$ cat config.mk
export PLATFORM = sky130hd
export DESIGN_NAME = counter_sync_down_nbits
export DESIGN_NICKNAME = d
export VERILOG_FILES = /design/src/rtl/counter_pkg.sv /design/src/rtl/counter_sync_down_nbits.sv
export SDC_FILE = /design/constraint.sdc
export NUM_CORES = 1
export LEC_CHECK = 0
export ABC_AREA = 1
export CAP_MARGIN = 15
export CORE_AREA = 2 2 39 41
export CTS_BUF_LIST = sky130_fd_sc_hd__clkbuf_8 sky130_fd_sc_hd__clkbuf_16
export DETAILED_ROUTE_END_ITERATION = 6
export DIE_AREA = 0 0 41 43
export SLEW_MARGIN = 10
export SYNTH_ARGS = -nofsm -noshare
export SYNTH_HDL_FRONTEND = slang
export SYNTH_SLANG_ARGS = --single-unit
$ cat constraint.sdc
create_clock -name clk -period 1.99 [get_ports clk]
set_input_delay 0.199 -clock clk [delete_from_list [all_inputs] [get_ports clk]]
set_output_delay 0.199 -clock clk [all_outputs]
set_load 0.005 [all_outputs]
$ cat src/rtl/counter_pkg.sv
// Shared types and defaults for the synchronous down counter family.
package counter_pkg;

    typedef enum logic {
        IDLE = 1'b0,
        RUN  = 1'b1
    } state_t;

    localparam int unsigned DEFAULT_WIDTH = 4;

endpackage

$ cat src/rtl/counter_sync_down_nbits.sv
// Synchronous loadable down counter with registered terminal-count pulse.
// Define COUNTER_AUTO_RELOAD_EN to make the counter reload its stored value after reaching zero.
module counter_sync_down_nbits
    import counter_pkg::*;
#(
    parameter int unsigned WIDTH = DEFAULT_WIDTH
) (
    input  logic             clk,
    input  logic             reset_ah_in,
    input  logic             load_in,
    input  logic [WIDTH-1:0] load_value_in,
    input  logic             enable_in,
    output logic [WIDTH-1:0] count_out,
    output logic             zero_out,
    output logic             tc_pulse_out,
    output logic             busy_out
);

    localparam logic [WIDTH-1:0] COUNT_ONE = WIDTH'(1);

    state_t           state;
    logic [WIDTH-1:0] count;
    logic [WIDTH-1:0] reload_value;
    logic             tc_pulse;

    always_ff @(posedge clk) begin
        if (reset_ah_in) begin
            state        <= IDLE;
            count        <= '0;
            reload_value <= '0;
            tc_pulse     <= 1'b0;
        end else begin
            tc_pulse <= 1'b0;
            if (load_in) begin
                // Load outranks the 1->0 step, so a load on that edge suppresses the pulse.
                count        <= load_value_in;
                reload_value <= load_value_in;
                state        <= (load_value_in != '0) ? RUN : IDLE;
            end else if (state == RUN && enable_in) begin
                if (count == COUNT_ONE) begin
                    count    <= '0;
                    tc_pulse <= 1'b1;
`ifdef COUNTER_AUTO_RELOAD_EN
                    state    <= RUN;
`else
                    state    <= IDLE;
`endif
`ifdef COUNTER_AUTO_RELOAD_EN
                end else if (count == '0) begin
                    count <= reload_value;
`endif
                end else begin
                    count <= count - COUNT_ONE;
                end
            end
        end
    end

    assign count_out    = count;
    assign zero_out     = (count == '0);
    assign tc_pulse_out = tc_pulse;
    assign busy_out     = (state == RUN);

endmodule

After elaboration in Yosys (flattened, before gate mapping)
Index checks and enable logic that the tools add are counted.
W data, S select, Z words.

cells by class
  $add $sub $neg = 1
  multipliers = 0
  divide/modulo/power cells = 0
  magnitude comparators = 0
  equality and inequality tests = 1
  shift operators = 0
  muxes and demuxes = 8
  bitwise logic cells = 1
  reduce and logical (&&, ||, !) cells = 7

operators with widths
  operator               count
  $mux W4                3
  $mux W1                5
  $eq A4 B1 Y1 const B   1
  $logic_not A4 Y1       1
  $reduce_bool A2 Y1     2
  $reduce_bool A4 Y1     1
  $sub A4 B1 Y4 const B  1
  $reduce_or A3 Y1       1
  $reduce_and A2 Y1      1
  $logic_and A1 B1 Y1    1
  $not A1 Y1             1

storage, ports and cells
  register bits after elaboration = 6
  bits in latches = 0
  memory bits (writable) = 0
  ROM bits = 0
  bits of input ports = 8
  output and inout port bits = 7
  word-level logic and storage cells = 21
  memories = 0

Longest topological paths before layout
Gate-level depths: netlist of run 1.

  word-level depth = 4
  depth in mapped cells = 7
  depth with buffers taken out = 7

Least setup slack after synthesis of run 1
OpenSTA, ideal clock, no wires.

  path type = register to register
  from = reg count[0], in the netlist count_out[0]
  to = reg count[2], in the netlist count_out[2]
  library setup time = 66 ps
  arrival time = 1005 ps
  data required time = 1924 ps
  slack = 919 ps
  stages on the path, launching flop included = 8
  path buffers = 0
  clock period less this slack = 1071 ps
  cells stage by stage = dfxtp_1 > inv_1 > ha_1 > inv_1 > nand2_1 > nand2_1 > nand4_1 > a21oi_2

between the ends
  longest elaborated chain between the ends = 4
  elaborated cells on any way between the ends = 5
  those cells by class = add/sub: 1; eq/ne: 1; mux: 3

RTL lines
  what                                                  line                                                          text
  start: declaration                                    counter_sync_down_nbits.sv:22                                 logic [WIDTH-1:0] count;
  start signal: assignment                              counter_sync_down_nbits.sv:36                                 count <= load_value_in;
  start signal: assignment                              counter_sync_down_nbits.sv:53                                 count <= count - COUNT_ONE;
  $sub A4 B1 Y4 / $eq A4 B1 Y1 (equally long branches)  counter_sync_down_nbits.sv:53, counter_sync_down_nbits.sv:40
  $mux W4 *                                             counter_sync_down_nbits.sv:40                                 if (count == COUNT_ONE) begin
  $mux W4 *                                             counter_sync_down_nbits.sv:39                                 end else if (state == RUN && enable_in) begin
  $mux W4 *                                             counter_sync_down_nbits.sv:34                                 if (load_in) begin

Every way passes the cells marked *; elsewhere a longest branch is shown, timed or not. The select of a mux whose other input is x is not followed.
A chain may end at the register's enable or synchronous reset.

Final worst setup path of run 1
  from = reg count[0], in the netlist count_out[0]
  to = out zero_out

between the ends
  longest elaborated chain between the ends = 1

RTL lines
  what              line                           text
  $logic_not A4 Y1  counter_sync_down_nbits.sv:60  assign zero_out = (count == '0);
  end: declaration  counter_sync_down_nbits.sv:14  output logic zero_out,

No other way between the ends.

==> results of run 1 <==
## path summary, 6_finish.rpt
kind         depth (start not counted)                      start                        end  slack [ns]
max                                  4  count_out[0]$_SDFFE_PP0P_                   zero_out        0.27
min                                  2      busy_out$_SDFFE_PP0P_      busy_out$_SDFFE_PP0P_        0.49
max reg2reg                          7  count_out[0]$_SDFFE_PP0P_  count_out[2]$_SDFFE_PP0P_        0.82
min reg2reg                          2      busy_out$_SDFFE_PP0P_      busy_out$_SDFFE_PP0P_        0.49
## cell usage after synthesis, drive strengths merged
master   n  area share
nor4     1       0.015
nand3    2       0.024
dfxtp    6        0.28
nor2     7       0.062
inv     10        0.11
nor3b    1       0.018
a21oi    7        0.10
ha       3       0.089
nand4    1       0.015
nand2   16        0.19
o21ai    4       0.065
buf      1       0.027
## state kept, by name, indices dropped and copies added (netlist names)
signal        cells
busy_out          1
tc_pulse_out      1
count_out         4
## through the flow
| stage | worst slack, ns | hold slack (ns) |
|---|---|---|
| floorplan | 0.919 | 0.261 |
| detailed placement | 0.484 | 0.484 |
| CTS | 0.239 | 0.490 |
| finish | 0.269 | 0.487 |
| global placement | 0.518 | 0.486 |
| global route | 0.134 | 0.521 |
## logic make-up (layout without fill, tap and decap cells)
group                    Yosys count  after routing  synth area share
AO/OA/AOI/OAI                     11             11             0.166
adder cells (fa/ha/maj)            3              3            0.0890
buffers and inverters             11             27             0.134
flip-flops                         6              6             0.285
AND/OR/NAND/NOR                   28             28             0.326
## cells in the final DEF, fill, tap and decap left out
cell,count
o21ai_1,2
nor4_1,1
inv_8,1
nor2_1,7
nand2_1,13
nand2_2,2
inv_1,9
clkdlybuf4s50_1,14
ha_1,3
a21oi_2,2
nand2_8,1
nand4_1,1
nor3b_1,1
clkbuf_8,3
o21ai_2,2
dfxtp_1,6
a21oi_1,5
nand3_1,2
## routing by layer
metal / vias up / share of wire / track usage
met5: - / 0 / 0
met4: 0 / 0.0044 / 0.0600
met3: 2 / 0.063 / 0.0995
met2: 12 / 0.47 / 0.178
met1: 184 / 0.46 / 0.141
li1: 220 / - / -
## layout make-up
type                    instances  area share
flip-flops and latches          6       0.196
multi-input cells              42       0.401
clock buffers                   3      0.0675
repair buffers                 14       0.229
inverters                      10      0.0736
well taps                      16      0.0327
## worst max-delay path, cell delays in order, from the launching register on
cell             delay (ns)
dfxtp_1                0.34
inv_1                  0.13
ha_1                   0.15
nor3b_1                0.16
clkdlybuf4s50_1        0.52
## report_power, final
| part | internal [mW] | switching (mW) |
|---|---|---|
| combinational | 0.0576 | 0.0516 |
| sequential | 0.130 | 0.0103 |
| clock | 0.130 | 0.0535 |
==> impl_metrics.py, run 1 <==
metrics = {
    "place": {
        "io_buffers": 14,
        "dpl-instance-area_um2": 571,
        "gp_congestion": 0.701,
        "dp_hpwl_um": 693,
        "dp_cells": 88,
    },
    "setup_path": {
        "path_class": "reg2out",
        "cp.required_ns": 1.79,
        "worstPathMaxFanout": 5,
        "arrival_ns": 1.52,
        "end_kind": "output port",
        "start_kind": "register",
    },
    "worst_hold_path": {
        "hp-class": "reg2reg",
    },
    "sta": {
        "tightest_slew_ns": 0.498,
        "fin_crit_ns": 1.72,
        "relSlewSlack": 0.667,
        "fmax_mhz": 581,
        "fin_crit_sh": 0.865,
        "drv_slew": 0,
        "hold_viol_final": 0,
        "setup_tns_ns": 0,
        "rsz0062_at_grt": "false",
        "clock_skew_ns": 0.00194,
        "finalSetupViolCount": 0,
    },
    "floorplanning": {
        "pin_count": 15,
        "coreArea_um2": 1380,
        "initial_utilization": 0.305,
        "dieHeight_um": 43,
        "design.die.area_um2": 1760,
        "rows": 14,
        "die_x_um": 41,
    },
    "cells_and_area": {
        "num_antenna_cells": 0,
        "seq_area_um2": 120,
        "area.growth.synth_to_final_pct": 45.1,
        "final_area_um2": 612,
        "fin_util": 0.442,
        "layout.nets": 88,
        "fin_cells": 91,
        "multi_input_area_um2": 245,
        "drive_gt1_frac": 0.147,
        "fill_cells": 168,
    },
    "routing": {
        "ant_nets": 0,
        "viasPerCell": 4.59,
        "num_vias": 418,
        "detail_route.first_pass.iterations": 2,
        "wl_per_cell_um": 9.98,
        "drt-total-wl_um": 908,
        "drc": 0,
        "first_iter_violations": 2,
    },
    "job": {
        "drv_cap": 0,
    },
    "power": {
        "irDropWorstVdd_v": 0.000363,
        "cellPowerDensity_nw_per_um2": 707,
        "p_leak_nw": 0.268,
        "report.power.total_mw": 0.433,
    },
    "global_route": {
        "grt_antenna_before_repair": 0,
        "grt_start_max_net_pins": 11,
        "grt_overflow_total": 0,
        "grt_pass1_vias": 343,
        "grt_pass1_wl_mm": 1.44,
        "grt_use_total": 0.130,
    },
    "yosys": {
        "synth_area_um2": 422,
        "synthCells": 59,
        "yosys_warnings": 0,
        "synth-seq-cells": 6,
        "avgSynthCellArea_um2": 7.15,
        "yosys.cell_types.count": 17,
        "synth.yosys.seq_area_share": 0.285,
        "syn-num-nets": 70,
    },
    "outcome": {
        "status": "finished, final reports clean",
    },
    "cts": {
        "cts_root_buffer": "clkbuf_8",
        "clk_latency_ns": 0.22,
        "post_cts_resized": 0,
        "tritoncts": "built",
        "cts_buffers": 3,
        "cts_max_level": 1,
        "post-cts-setup-buffer-count": 0,
        "clockBufferDepth": 2,
        "clk_pin_slew_ns": 0.04,
        "cts_sinks": 6,
        "hold_buffers": 0,
    },
}
Power figures use the tool's default switching activity.
==> run 2, diff against run 1 <==
Settings changed: HOLD_SLACK_MARGIN from default to 0.02.
==> results of run 2 <==
Final layout, timing and power as in run 1 (identical DEF).
==> run 3, diff against run 2 <==
==> constraint.sdc (replaced) <==
create_clock -name clk -period 1.99 [get_ports clk]
set_input_delay 0.4975 -clock clk [delete_from_list [all_inputs] [get_ports clk]]
set_output_delay 0.4975 -clock clk [all_outputs]
set_load 0.005 [all_outputs]
==> run 3 against run 2 <==
Against the previous run: non-clock buffer count did not move; flip-flop and latch count stayed put; combinational power barely moved; sequential power hardly changed; total power decreased by 0.33%; largest power group unchanged.
==> impl_metrics.py, run 3 (same netlist as run 1, synthesis figures left out) <==
metrics = {
    "sta": {
        "tightest_slew_ns": 0.486,
        "drv_slew": 0,
        "finalSetupViolCount": 0,
        "rsz0062_at_grt": "false",
        "fin_crit_ns": 1.78,
        "clock_skew_ns": 0.00135,
        "fmax_mhz": 562,
        "hold_viol_final": 0,
        "setup_tns_ns": 0,
        "fin_crit_sh": 0.895,
        "relSlewSlack": 0.675,
    },
    "cells_and_area": {
        "fin_cells": 91,
        "num_antenna_cells": 0,
        "layout.nets": 88,
        "area.growth.synth_to_final_pct": 44.8,
        "mostFrequentLayoutCells": "13 x nand2_1, 13 x clkdlybuf4s50_1, 8 x inv_1",
        "drive_gt1_frac": 0.160,
        "fin_util": 0.441,
        "largest_reg_flops": 4,
    },
    "routing": {
        "routed-wl-met3_um": 75,
        "drt-total-wl_um": 896,
        "wl_met2_um": 431,
        "num_vias": 424,
        "first_iter_violations": 3,
        "detail_route.first_pass.iterations": 4,
        "wl_per_cell_um": 9.85,
        "wl_met1_um": 373,
        "drc": 0,
        "dr.max_layer_used": "met4",
        "viasPerCell": 4.66,
        "ant_nets": 0,
    },
    "setup_path": {
        "r2r-start": "count_out[0]$_SDFFE_PP0P_",
        "end_kind": "output port",
        "reg2regPathDepth": 7,
        "r2r_end": "count_out[2]$_SDFFE_PP0P_",
        "arrival_ns": 1.28,
        "start_kind": "register",
        "worstPathMaxFanout": 5,
        "cp.required_ns": 1.49,
        "path_class": "reg2out",
        "r2r_slack_ns": 0.84,
    },
    "global_route": {
        "grt_antenna_before_repair": 0,
        "grt_pass1_wl_mm": 1.48,
        "grt_pass1_vias": 357,
        "grt_overflow_total": 0,
        "grt_use_total": 0.135,
        "grt_start_max_net_pins": 11,
    },
    "cts": {
        "clk_pin_slew_ns": 0.03,
        "tritoncts": "built",
        "cts_root_buffer": "clkbuf_8",
        "hold_buffers": 0,
        "cts_max_level": 1,
        "clockBufferDepth": 2,
        "cts_sinks": 6,
        "cts_buffers": 3,
        "clk_latency_ns": 0.22,
    },
    "floorplanning": {
        "rows": 14,
        "die_x_um": 41,
        "initial_utilization": 0.305,
        "design.die.area_um2": 1760,
        "coreArea_um2": 1380,
        "pin_count": 15,
        "dieHeight_um": 43,
    },
    "place": {
        "dp_hpwl_um": 688,
        "io_buffers": 14,
        "gp_congestion": 0.701,
        "dp_cells": 88,
    },
    "worst_hold_path": {
        "worstHoldStart": "busy_out$_SDFFE_PP0P_",
        "hp-class": "reg2reg",
        "min_to": "busy_out$_SDFFE_PP0P_",
        "holdPathStages": 2,
    },
    "job": {
        "drv_cap": 0,
    },
    "power": {
        "cellPowerDensity_nw_per_um2": 707,
        "p_leak_nw": 0.270,
        "irDropWorstVdd_v": 0.000368,
        "report.power.total_mw": 0.431,
    },
    "outcome": {
        "status": "finished, final reports clean",
    },
}
## run 3: changes by cell type in the layout (fill, tap and decap cells not counted), sizes merged
cell	change
dlygate4sd2	+1
clkdlybuf4s50	-1
## run 3: power breakdown
group,internal [mW],leakage (nW),total (mW),switching (mW)
combinational,0.0554,0.199,0.107,0.0516
sequential,0.130,0.0496,0.140,0.0104
clock,0.130,0.0216,0.184,0.0541
total,0.315,0.270,0.431,0.116
## run 3: worst max-delay path by stage
stage	startpoint	endpoint	slack, ns	cells after the start
5_1_grt	count_out[0]$_SDFFE_PP0P_	zero_out	0.12	4
3_3_place_gp	load_in	count_out[2]$_SDFFE_PP0P_	0.22	5
4_1_cts	count_out[0]$_SDFFE_PP0P_	zero_out	0.19	4
6_report	count_out[0]$_SDFFE_PP0P_	zero_out	0.21	4
2_1_floorplan	count_out[0]$_SDFFE_PP0P_	zero_out	0.70	3
3_5_place_dp	count_out[0]$_SDFFE_PP0P_	zero_out	0.18	4
## run 3: per-layer routing
| metal | vias to the layer above | global-route usage |
|---|---|---|
| met5 | - | 0 |
| met4 | 0 | 0.0600 |
| met3 | 5 | 0.0942 |
| met2 | 13 | 0.184 |
| met1 | 187 | 0.154 |
| li1 | 219 | - |
## run 3: stage by stage
step           worst slack, ns  hold slack (ns)  instance area, um^2
2_1_floorplan            0.701            0.473                  422
3_3_place_gp             0.220            0.486                  571
3_5_place_dp             0.183            0.484                  571
4_1_cts                  0.187            0.490                  611
5_1_grt                  0.116            0.521                  611
6_report                 0.209            0.487                  611
## run 3: what timing repair did
| item | in CTS | in global routing |
|---|---|---|
| endpoints found under the setup margin | 1 | 0 |
| setup buffers | 0 | 0 |
| resized for setup | 2 | 0 |
## run 3: critical path, stage by stage, from the launching register on
cell and delay [ns]:
dfxtp_1 0.40, inv_2 0.08, ha_1 0.19, nor3b_1 0.12, dlygate4sd2_1 0.26
## run 3: cell type report
cell class                 count  area, um^2
multi-input combinational     42         245
sequential                     6         120
tap                           16        20.0
inverter                      10        45.0
timing repair buffer          14         139
fill                         163         773
clock buffer                   3        41.3
